## src/rtl/quad_encoder_gen.sv

```systemverilog
// Quadrature A/B edge generator: emits a commanded number of edges at a fixed
// cycle spacing in either direction and keeps a signed edge-position count.
//
// state | meaning
// IDLE  | ready for a command; pulses done one cycle after a zero-step command
// RUN   | counting down between edges, emitting edges until remaining hits zero
module quad_encoder_gen #(
   parameter int STEPS_W  = 16,
   parameter int PERIOD_W = 16,
   parameter int POS_W    = 16
) (
   input  logic                clk,
   input  logic                reset,
   input  logic                cmd_valid,
   output logic                cmd_ready,
   input  logic                cmd_dir,
   input  logic [STEPS_W-1:0]  cmd_steps,
   input  logic [PERIOD_W-1:0] cmd_period,
   input  logic                abort,
   input  logic                pos_clear,
   output logic                enc_a,
   output logic                enc_b,
   output logic                busy,
   output logic                done,
   output logic [POS_W-1:0]    position
);

   typedef enum logic {IDLE, RUN} state_t;

   state_t              state;
   logic                dir_q;
   logic [PERIOD_W-1:0] period_q;
   logic [PERIOD_W-1:0] timer;
   logic [STEPS_W-1:0]  remaining;
   logic [1:0]          phase;
   logic                zero_pend;

   logic [PERIOD_W-1:0] period_eff;
   logic [1:0]          phase_next;
   logic                edge_fire;

   always_comb begin
      period_eff = (cmd_period == '0) ? PERIOD_W'(1) : cmd_period;
      phase_next = dir_q ? (phase - 2'd1) : (phase + 2'd1);
      edge_fire  = (state == RUN) && !abort && (timer == '0);
   end

   assign busy      = (state == RUN);
   assign cmd_ready = !busy;

   always_ff @(posedge clk) begin
      if (reset) begin
         state     <= IDLE;
         dir_q     <= 1'b0;
         period_q  <= PERIOD_W'(1);
         timer     <= '0;
         remaining <= '0;
         phase     <= 2'd0;
         zero_pend <= 1'b0;
         enc_a     <= 1'b0;
         enc_b     <= 1'b0;
         done      <= 1'b0;
         position  <= '0;
      end else begin
         done      <= 1'b0;
         zero_pend <= 1'b0;

         // Clear has priority over an edge landing in the same cycle.
         if (pos_clear)
            position <= '0;
         else if (edge_fire)
            position <= dir_q ? (position - POS_W'(1)) : (position + POS_W'(1));

         case (state)
            IDLE: begin
               if (zero_pend)
                  done <= 1'b1;
               if (cmd_valid) begin
                  dir_q     <= cmd_dir;
                  period_q  <= period_eff;
                  timer     <= period_eff - PERIOD_W'(1);
                  remaining <= cmd_steps;
                  if (cmd_steps == '0)
                     zero_pend <= 1'b1;
                  else
                     state <= RUN;
               end
            end
            RUN: begin
               if (abort) begin
                  state <= IDLE;
                  done  <= 1'b1;
               end else if (timer == '0) begin
                  // Gray-coded phase: (A,B) = 00,10,11,01 for phase 0..3.
                  phase     <= phase_next;
                  enc_a     <= phase_next[1] ^ phase_next[0];
                  enc_b     <= phase_next[1];
                  remaining <= remaining - STEPS_W'(1);
                  timer     <= period_q - PERIOD_W'(1);
                  if (remaining == STEPS_W'(1)) begin
                     state <= IDLE;
                     done  <= 1'b1;
                  end
               end else begin
                  timer <= timer - PERIOD_W'(1);
               end
            end
            default: state <= IDLE;
         endcase
      end
   end

endmodule

```

## config.mk

```make
export PLATFORM = sky130hd
export DESIGN_NAME = quad_encoder_gen
export DESIGN_NICKNAME = d
export VERILOG_FILES = /design/src/rtl/quad_encoder_gen.sv
export SDC_FILE = /design/constraint.sdc
export NUM_CORES = 1
export LEC_CHECK = 0
export BUFFER_PORTS_ARGS = -buffer_cell sky130_fd_sc_hd__buf_2
export CAP_MARGIN = 30
export CORE_UTILIZATION = 46
export CTS_CLUSTER_SIZE = 20
export DETAILED_ROUTE_END_ITERATION = 8
export GPL_ROUTABILITY_DRIVEN = 0
export PLACE_DENSITY = 0.75
export SYNTH_ARGS = -nofsm -noshare
export SYNTH_HDL_FRONTEND = slang
export SYNTH_SLANG_ARGS = --single-unit
```

## constraint.sdc

```tcl
create_clock -name clk -period 4.4 [get_ports clk]
set_input_delay 0.22 -clock clk [delete_from_list [all_inputs] [get_ports clk]]
set_output_delay 0.22 -clock clk [all_outputs]
set_load 0.05 [all_outputs]
```

# Word-level counts from Yosys, hierarchy flattened
# Index checks and enable logic that the tools add are counted.
[word_totals]
input_bits = 38
wordCells = 63
output_inout_bits = 21
ramBits = 0
latchBits = 0
mem_bits_ro = 0
ff_bits = 72
memories = 0
[op_classes]
shift = 0
magnitude_cmp = 0
n_mux = 23
n_mul = 0
n_reduce_logical = 13
div = 0
n_eq_ne = 4
bitwise_logic = 4
add_sub_neg = 8
[op_table]
columns = ["operator", "n"]
rows = [
  ["16-bit two-way mux", 8],
  ["16-bit by 1-bit subtractor with 16-bit output, second input constant", 5],
  ["16-bit one-hot mux with 2 select lines", 2],
  ["16-bit zero test", 3],
  ["16-bit by 1-bit adder with 16-bit output, second input constant", 1],
  ["16-bit by 1-bit equality test with 1-bit output, second input constant", 1],
  ["1-bit two-way mux", 10],
  ["3-bit AND reduction", 2],
  ["2-bit inequality test, second input constant", 2],
  ["1-bit one-hot mux with 2 select lines", 2],
  ["2-bit AND reduction", 2],
  ["1-bit NOT", 3],
  ["3-bit OR reduction", 1],
  ["2-bit by 1-bit adder with 2-bit output, second input constant", 1],
  ["1-bit logical AND", 2],
  ["1-bit zero test", 2],
  ["2-bit two-way mux", 1],
  ["2-bit by 1-bit inequality test with 1-bit output, second input constant", 1],
  ["2-bit OR reduction", 1],
  ["2-bit by 1-bit subtractor with 2-bit output, second input constant", 1],
  ["1-bit bitwise XOR", 1],
]

# Logic depth before layout (Yosys ltp)
# Gate-level depths: netlist of run 1.
[logic_depth]
word_depth = 5
depth_mapped = 12
depth_no_buf = 11

# Worst setup path after synthesis of run 1
# No wires, ideal clock.
[synth_path]
path_kind = "register to register"
startpoint = "reg state, in the netlist busy"
endpoint = "reg timer[14]"
setup_ns = 0.086
n_path_buf = 5
period_less_slack_ns = 3.022
path_stages_with_launch = 13
setup_slack_ns = 1.378
arrival_time_ns = 2.937
required_ns = 4.314
path_cell_list = "dfxtp_1 > buf_2 > buf_2 > buf_2 > buf_1 > clkbuf_1 > o22ai_1 > ha_1 > o311a_1 > nand3_1 > nor3_1 > xnor2_1 > a211oi_1"
[synth_via]
elab_chain_len = 3
word_cells_on_any_way = 5
classes_between = "eq/ne: 2; mux: 1; bitwise: 1; reduce/logical: 1"
[synth_lines]
columns = ["element", "line_no", "text"]
rows = [
  ["start, declared", "30", "state_t state;"],
  ["start signal, assigned", "53", "state <= IDLE;"],
  ["start signal, assigned", "86", "state <= RUN;"],
  ["start signal, assigned", "91", "state <= IDLE;"],
  ["1-bit NOT", "--", ""],
  ["2-bit inequality test (no source line)", "--", ""],
  ["2-bit AND reduction (no source line)", "--", ""],
  ["end signal, assigned", "81", "timer <= period_eff - PERIOD_W'(1);"],
  ["end signal, assigned", "99", "timer <= period_q - PERIOD_W'(1);"],
  ["end signal, assigned", "105", "timer <= timer - PERIOD_W'(1);"],
  ["end, declared", "33", "logic [PERIOD_W-1:0] timer;"],
]
# Several ways; a longest one is shown, not always the timed one.
# A chain may end at the register's enable or synchronous reset.

# Worst setup path after layout of run 1
[layout_path]
startpoint = "reg dir_q"
endpoint = "reg position[12]"
[layout_via]
elab_chain_len = 1
[layout_lines]
columns = ["element", "line_no", "text"]
rows = [
  ["start, declared", "31", "logic dir_q;"],
  ["start signal, assigned", "79", "dir_q <= cmd_dir;"],
  ["16-bit two-way mux", "72", "position <= dir_q ? (position - POS_W'(1)) : (position + POS_W'(1));"],
  ["end signal, assigned", "72", ""],
  ["end, declared", "25", "output logic [POS_W-1:0] position"],
]
# Every way passes these cells.

==> impl_metrics.sql, run 1 <==
INSERT INTO impl_metrics (metric_group, metric, value, unit) VALUES
('floorplanning', 'dieArea', '10110', 'um^2'),
('route', 'first_iter_violations', '327', ''),
('route', 'remaining_drc_errors', '0', ''),
('synth', 'flip_flop_and_latch_count_after_synthesis', '71', ''),
('floorplanning', 'start_util', '0.4789', ''),
('synth', 'ys_warn_count', '0', ''),
('global_route', 'top_usage_layer', 'met2', ''),
('timing', 'setup_violations', '0', ''),
('synth', 'synthesis.nets', '652', ''),
('worst_setup_path', 'element_type_at_the_critical_path_end', 'register', ''),
('clocking', 'clk-insertion-delay-late', '0.34', 'ns'),
('worst_setup_path', 'timing.critical_path.fanout_max', '20', ''),
('timing', 'timing.final.crit_share', '0.7025', ''),
('timing', 'fin_worst_skew', '0.01561', 'ns'),
('global_route', 'grt_start_max_net_pins', '40', ''),
('route', 'routed_via_density', '5.856', ''),
('timing', 'setup-tns-final', '0', 'ns'),
('timing', 'holdWs', '0.1235', 'ns'),
('clocking', 'cts_root_buf', 'sky130_fd_sc_hd__clkbuf_8', ''),
('timing', 'timing.final.max_slew_violations', '0', ''),
('clocking', 'cts-hold-fix-buffers', '0', ''),
('synth', 'netlist_area', '4467', 'um^2'),
('clocking', 'cts_num_sinks', '71', ''),
('power', 'power.static_leakage', '1.948', 'nW'),
('floorplanning', 'io_pins', '59', ''),
('synth', 'syn-instance-count', '596', ''),
('cells_and_area', 'sequential_cell_area_in_the_final_layout', '1423', 'um^2'),
('synth', 'synth.distinct_cells', '64', ''),
('worst_setup_path', 'worstPathArrival', '3.37', 'ns'),
('power', 'worst_voltage_drop_across_the_vdd_grid', '0.1899', 'mV'),
('worst_setup_path', 'crit_path_cell_trace', 'inv_1 -> fa_1 -> nor2b_1 -> o21ai_0 -> a21boi_0 -> o2111a_1 -> nor3_1 -> or3_1 -> nand3_1', ''),
('clocking', 'cts_setup_buffers', '0', ''),
('synth', 'seq_area_frac_synth', '0.3182', ''),
('power', 'total_power_draw', '0.001646', 'W'),
('global_route', 'gr-usage-all-layers', '0.2351', ''),
('timing', 'clock.fmax', '0.3235', 'GHz'),
('global_route', 'grt_pass1_vias', '4164', ''),
('synth', 'syn_avg_cell_area', '7.495', 'um^2'),
('route', 'first_pass_iters', '4', ''),
('route', 'route.vias.total', '4527', ''),
('cells_and_area', 'fillers', '902', ''),
('run_status', 'status', 'finished clean', ''),
('placement', 'placedCellCount', '756', ''),
('worst_setup_path', 'delay_of_the_slowest_critical_path_stage', '0.85', 'ns'),
('route', 'final_antenna_net_count', '0', ''),
('worst_setup_path', 'cpLargestDelayFamily', 'compound AO/OA/AOI/OAI gates', ''),
('hold_path', 'hold_path_class', 'input port to register', ''),
('clocking', 'cts.clk_slew.worst_paths', '0.08', 'ns'),
('global_route', 'groute.layer.met1.usage', '0.3075', ''),
('worst_setup_path', 'required', '4.68', 'ns'),
('cells_and_area', 'post_layout_cell_count', '773', ''),
('timing', 'fin_crit', '3.091', 'ns'),
('clocking', 'cts.htree.levels', '3', ''),
('cells_and_area', 'nNetsFinal', '694', ''),
('global_route', 'first_pass_grt_wire_length', '19270', 'um'),
('global_route', 'met2_grt_util', '0.3825', ''),
('power', 'power_density', '324.9', 'nW/um^2'),
('floorplanning', 'rows', '35', ''),
('floorplanning', 'width_of_the_die', '100.5', 'um'),
('timing', 'worstMarginPinSlew', '1.015', 'ns'),
('global_route', 'grt_remaining_overflow', '0', ''),
('clocking', 'cts-buffers-inserted', '9', ''),
('cells_and_area', 'utilization', '0.5430', ''),
('cells_and_area', 'proportion_of_layout_cells_with_a_drive_suffix_above_1', '0.1431', ''),
('route', 'routed_wire_length_per_instance', '14.93', 'um'),
('cells_and_area', 'syn2layout_area_growth', '13.39', '%'),
('placement', 'hpwlAfterDp', '8108', 'um'),
('global_route', 'number_of_antenna_violations_at_the_first_check_in_global_routing', '1', ''),
('clocking', 'ctsLongestPathBuffers', '2', ''),
('cells_and_area', 'layout_common_cells', 'sky130_fd_sc_hd__nand2_1, sky130_fd_sc_hd__dfxtp_1, sky130_fd_sc_hd__nor2_1, sky130_fd_sc_hd__a21oi_1, sky130_fd_sc_hd__buf_2', ''),
('clocking', 'cts-resized-gates', '0', '');
## through the flow
step	instance area, um^2	setup slack [ns]
after floorplan	4467	1.378
after global placement	4820	1.455
after detailed placement	4840	1.399
after CTS	5062	1.361
after global routing	5065	1.074
final	5065	1.309
## tightest hold or removal path: stages
cell                      delay (ns)
sky130_fd_sc_hd__buf_2          0.10
sky130_fd_sc_hd__nand2_1        0.05
sky130_fd_sc_hd__a21oi_1        0.05
## sequential cells by signal, indices dropped and copies added, names as in the netlist
| name | cells |
|---|---|
| enc_a | 1 |
| phase | 1 |
| position | 16 |
| timer | 16 |
| busy | 1 |
| period_q | 16 |
| zero_pend | 1 |
| done | 1 |
| dir_q | 1 |
| enc_b | 1 |
| remaining | 16 |
## per-layer routing
layer | wire length, um | share of wire | vias to the layer above
met5 | 0 | 0 | -
met3 | 604 | 0.052 | 29
met4 | 307 | 0.027 | 0
li1 | - | - | 2271
met1 | 5305 | 0.46 | 2073
met2 | 5325 | 0.46 | 154
## power by group
part | switching (W) | total [W] | internal [W]
logic | 0.000207 | 0.000331 | 0.000124
clock network | 0.000252 | 0.000587 | 0.000335
registers | 0.0000452 | 0.000728 | 0.000683
total | 0.000504 | 0.00165 | 0.00114
## cells by family after synthesis
logic type / Yosys count / synth area share
AOI/OAI and AO/OA: 176 / 0.2487
xor gates and xnor gates: 18 / 0.03529
adders and majority gates: 18 / 0.05210
buffers and inverters: 44 / 0.04005
DFF: 71 / 0.3182
muxes: 6 / 0.01345
and+or+nand+nor: 263 / 0.2922
## final timing paths
check	from	to	slack, ns	cells after the start
worst min-delay path	cmd_dir	dir_q	0.12	3
worst max register to register	dir_q	position[12]	1.31	9
worst min register to register	period_q[12]	period_q[12]	0.47	2
worst max-delay path	dir_q	position[12]	1.31	9
## cell type report
class / count / area share
inverters: 11 / 0.008152
well taps: 129 / 0.03187
clock buffers: 11 / 0.02792
diodes: 1 / 0.0004941
multi-input cells: 481 / 0.5660
repair buffers: 64 / 0.06868
clock inverters: 5 / 0.01606
flip-flops and latches: 71 / 0.2809
## synthesized netlist by cell type, types with 7 or more instances
cell | count | area (um^2)
sky130_fd_sc_hd__nand3_1 | 17 | 85.08
sky130_fd_sc_hd__o22ai_1 | 10 | 62.56
sky130_fd_sc_hd__a21oi_1 | 63 | 315.3
sky130_fd_sc_hd__nor3_1 | 22 | 110.1
sky130_fd_sc_hd__xnor2_1 | 13 | 113.9
sky130_fd_sc_hd__nand2_1 | 82 | 307.8
sky130_fd_sc_hd__or3_1 | 15 | 93.84
sky130_fd_sc_hd__clkbuf_1 | 23 | 86.33
sky130_fd_sc_hd__inv_1 | 11 | 41.29
sky130_fd_sc_hd__nand3b_1 | 7 | 52.55
sky130_fd_sc_hd__o21ai_0 | 27 | 135.1
sky130_fd_sc_hd__ha_1 | 17 | 212.7
sky130_fd_sc_hd__nor2_1 | 66 | 247.7
sky130_fd_sc_hd__dfxtp_1 | 71 | 1421
sky130_fd_sc_hd__nor4_1 | 10 | 62.56
sky130_fd_sc_hd__a211oi_1 | 22 | 165.2
No activity file was read; power rests on OpenSTA's default activity.
==> run 2, diff against run 1 <==
--- a/config.mk
+++ b/config.mk
@@ -5,6 +5,7 @@
 export SDC_FILE = /design/constraint.sdc
 export NUM_CORES = 1
 export LEC_CHECK = 0
+export ABC_AREA = 1
 export BUFFER_PORTS_ARGS = -buffer_cell sky130_fd_sc_hd__buf_2
 export CAP_MARGIN = 30
 export CORE_UTILIZATION = 46
==> constraint.sdc (replaced) <==
create_clock -name clk -period 2.99 [get_ports clk]
set_input_delay 0.1495 -clock clk [delete_from_list [all_inputs] [get_ports clk]]
set_output_delay 0.1495 -clock clk [all_outputs]
set_load 0.05 [all_outputs]
==> impl_metrics.sql, run 2 <==
INSERT INTO impl_metrics (metric_group, metric, value, unit) VALUES
('synth', 'synth_top_cell_by_area', 'sky130_fd_sc_hd__dfxtp_1', ''),
('floorplanning', 'fp.dieH', '101.5', 'um'),
('worst_setup_path', 'cpLargestDelayFamily', 'simple AND/OR/NAND/NOR gates', ''),
('timing', 'fin_worst_skew', '0.008168', 'ns'),
('global_route', 'grt_pass1_vias', '4302', ''),
('clocking', 'cts-resized-gates', '0', ''),
('worst_setup_path', 'delay_of_the_slowest_critical_path_stage', '0.39', 'ns'),
('timing', 'setup_violations', '0', ''),
('clocking', 'cts-hold-fix-buffers', '0', ''),
('run_status', 'status', 'finished clean', ''),
('synth', 'synth.distinct_cells', '40', ''),
('clocking', 'cts.clk_slew.worst_paths', '0.08', 'ns'),
('global_route', 'gr-usage-all-layers', '0.2361', ''),
('synth', 'ys_top_cells_by_count', 'sky130_fd_sc_hd__nand2_1, sky130_fd_sc_hd__nor2_1, sky130_fd_sc_hd__inv_1', ''),
('synth', 'synthesis.nets', '749', ''),
('route', 'first_pass_iters', '7', ''),
('synth', 'netlist_area', '4558', 'um^2'),
('floorplanning', 'dieArea', '10310', 'um^2'),
('worst_setup_path', 'worst_setup_path_start_kind', 'register', ''),
('worst_setup_path', 'critical_path.most_common_cell', 'sky130_fd_sc_hd__nand2_1', ''),
('timing', 'slew_headroom', '0.2818', ''),
('clocking', 'cts_tree', 'done', ''),
('floorplanning', 'rows', '35', ''),
('timing', 'timing.final.crit_share', '0.7696', ''),
('power', 'power_density', '477.7', 'nW/um^2'),
('cells_and_area', 'nNetsFinal', '797', ''),
('route', 'remaining_drc_errors', '0', ''),
('synth', 'seq_area_frac_synth', '0.3118', ''),
('timing', 'report.final.hold_viol_count', '0', ''),
('flow_run', 'drv.max_cap_violation_count', '0', ''),
('synth', 'syn_avg_cell_area', '6.577', 'um^2'),
('worst_setup_path', 'cpMaxStageDelayCell', 'sky130_fd_sc_hd__ha_1', ''),
('power', 'power.static_leakage', '2.483', 'nW'),
('synth', 'ys_warn_count', '0', ''),
('clocking', 'cts-buffers-inserted', '9', ''),
('route', 'route.vias.total', '4618', ''),
('power', 'worst_voltage_drop_across_the_vdd_grid', '0.2659', 'mV'),
('global_route', 'first_pass_grt_wire_length', '19500', 'um'),
('floorplanning', 'width_of_the_die', '101.5', 'um'),
('worst_setup_path', 'element_type_at_the_critical_path_end', 'register', ''),
('cells_and_area', 'antennaDiodeCount', '0', ''),
('route', 'final_antenna_net_count', '0', ''),
('floorplanning', 'core_area', '9415', 'um^2'),
('route', 'routed_via_density', '5.278', ''),
('synth', 'yosysTopAreaCellShare', '0.3118', ''),
('synth', 'syn-instance-count', '693', ''),
('route', 'routed_wl', '11500', 'um'),
('route', 'first_iter_violations', '190', ''),
('timing', 'holdWs', '0.07100', 'ns'),
('clocking', 'clk-insertion-delay-late', '0.35', 'ns'),
('timing', 'unrepaired_setup_endpoints_after_global_routing', 'no', ''),
('worst_setup_path', 'timing.critical_path.buf_inv', '3', ''),
('worst_setup_path', 'required', '3.23', 'ns'),
('timing', 'worstMarginPinSlew', '1.076', 'ns'),
('timing', 'clock.fmax', '0.4346', 'GHz'),
('placement', 'hpwlAfterDp', '8372', 'um'),
('floorplanning', 'start_util', '0.4841', ''),
('cells_and_area', 'syn2layout_area_growth', '12.35', '%'),
('synth', 'flip_flop_and_latch_count_after_synthesis', '71', ''),
('synth', 'synth-edff-count', '0', ''),
('global_route', 'grt_start_max_net_pins', '39', ''),
('synth', 'synth-async-reset-ratio', '0', ''),
('clocking', 'cts_num_sinks', '71', ''),
('clocking', 'cts_setup_buffers', '0', ''),
('placement', 'numPortBuffers', '58', ''),
('hold_path', 'hold_path_class', 'input port to register', ''),
('cells_and_area', 'final_common_cell', 'sky130_fd_sc_hd__nand2_1', ''),
('clocking', 'cts_root_buf', 'sky130_fd_sc_hd__clkbuf_8', ''),
('synth', 'most_frequent_cell_after_synthesis', 'sky130_fd_sc_hd__nand2_1', ''),
('worst_setup_path', 'timing.critical_path.fanout_max', '16', ''),
('synth', 'synth-main-ff-cell', 'sky130_fd_sc_hd__dfxtp_1', ''),
('worst_setup_path', 'crit_path_cell_trace', 'buf_4 -> ha_1 -> nand3_1 -> nand2_1 -> nand2_1 -> o211ai_1 -> nand2_1 -> nand2_1 -> inv_1 -> o21ai_0 -> nor2_1 -> o21bai_1 -> inv_1', ''),
('worst_setup_path', 'worstPathArrival', '2.54', 'ns'),
('timing', 'setup-tns-final', '0', 'ns'),
('synth', 'synth_top_cells_by_area', 'sky130_fd_sc_hd__dfxtp_1, sky130_fd_sc_hd__nand2_1, sky130_fd_sc_hd__o21ai_0', ''),
('cells_and_area', 'proportion_of_layout_cells_with_a_drive_suffix_above_1', '0.1488', ''),
('clocking', 'cts.htree.levels', '3', ''),
('route', 'routed_wire_length_per_instance', '13.14', 'um'),
('cells_and_area', 'layout_common_cells', 'sky130_fd_sc_hd__nand2_1, sky130_fd_sc_hd__nor2_1, sky130_fd_sc_hd__inv_1, sky130_fd_sc_hd__dfxtp_1, sky130_fd_sc_hd__o21ai_0', ''),
('floorplanning', 'io_pins', '59', ''),
('global_route', 'grt_remaining_overflow', '0', ''),
('timing', 'fin_crit', '2.301', 'ns'),
('worst_setup_path', 'timing.setup.critical_path_class', 'register to register', ''),
('clocking', 'ctsLongestPathBuffers', '2', ''),
('timing', 'timing.final.max_slew_violations', '0', ''),
('global_route', 'number_of_antenna_violations_at_the_first_check_in_global_routing', '0', '');
run 2: cell count changes after synthesis, moves of 8 or more:
cell / before / now
sky130_fd_sc_hd__a211oi_1: 22 / 3
sky130_fd_sc_hd__clkbuf_1: 23 / 14
sky130_fd_sc_hd__inv_1: 11 / 77
sky130_fd_sc_hd__inv_2: 0 / 8
sky130_fd_sc_hd__nand2_1: 82 / 135
sky130_fd_sc_hd__nand2_2: 1 / 12
sky130_fd_sc_hd__nand3_1: 17 / 49
sky130_fd_sc_hd__nor2_1: 66 / 79
sky130_fd_sc_hd__nor3_1: 22 / 8
sky130_fd_sc_hd__nor4_1: 10 / 2
sky130_fd_sc_hd__o21ai_0: 27 / 70
sky130_fd_sc_hd__o22ai_1: 10 / 0
sky130_fd_sc_hd__or3_1: 15 / 0
run 2: report_power, final:
part	switching (W)	internal [W]
logic	0.000385	0.000190
registers	0.0000502	0.00101
clock network	0.000380	0.000430
total	0.000815	0.00163
run 2: kinds of logic (layout without fill, tap and decap cells):
logic type,after synthesis,count (layout),synth area share
AO/OA/AOI/OAI,168,168,0.2020
XOR/XNOR,21,21,0.04035
adder cells (fa/ha/maj),18,18,0.05106
buffers and inverters,110,163,0.09772
flip-flops,71,71,0.3118
AND/OR/NAND/NOR,305,305,0.2970
run 2: routing by layer:
layer  up-vias  part of all wire  wire (um)  track usage
met1      2091              0.46       5285       0.2892
met5         -                 0          0            0
met3        25             0.044        509      0.04141
met4         0             0.024        276       0.1003
met2       127              0.47       5429       0.4064
li1       2375                 -          -            -
run 2: area by class of cell:
| cell class | count | area [um^2] |
|---|---|---|
| Inverter | 85 | 319.1 |
| Sequential cell | 71 | 1421 |
| Clock inverter | 5 | 56.30 |
| Fill cell | 915 | 4294 |
| Timing Repair Buffer | 62 | 320.3 |
| Tap cell | 129 | 161.4 |
| Multi-Input combinational cell | 512 | 2691 |
| Clock buffer | 11 | 151.4 |
run 2: path summary, 6_finish.rpt:
check	slack, ns	cells past startpoint	end	startpoint
worst min-delay path	0.07	3	period_q[15]	cmd_period[15]
worst min register to register	0.48	2	period_q[15]	period_q[15]
worst max-delay path	0.69	13	position[13]	dir_q
worst max register to register	0.69	13	position[13]	dir_q
run 2: worst register-to-register path, delay by kind of cell (launching register included):
kind | cells | cell delay, ns
simple gates | 6 | 0.60
fa+ha+maj | 1 | 0.39
compound gates | 3 | 0.57
buf+inv | 3 | 0.33
flops | 1 | 0.32
run 2: per-stage QoR:
step	total power [W]	util	cells	area [um^2]	setup slack, ns
2_1_floorplan	0.001520	-	693	4558	0.6381
3_3_place_gp	0.001635	0.5219	859	4913	0.8031
3_5_place_dp	0.001649	0.5219	859	4913	0.7290
4_1_cts	0.002456	0.5439	875	5121	0.7156
5_1_grt	0.002580	0.5439	875	5121	0.5211
6_report	0.002446	0.5439	875	5121	0.6888
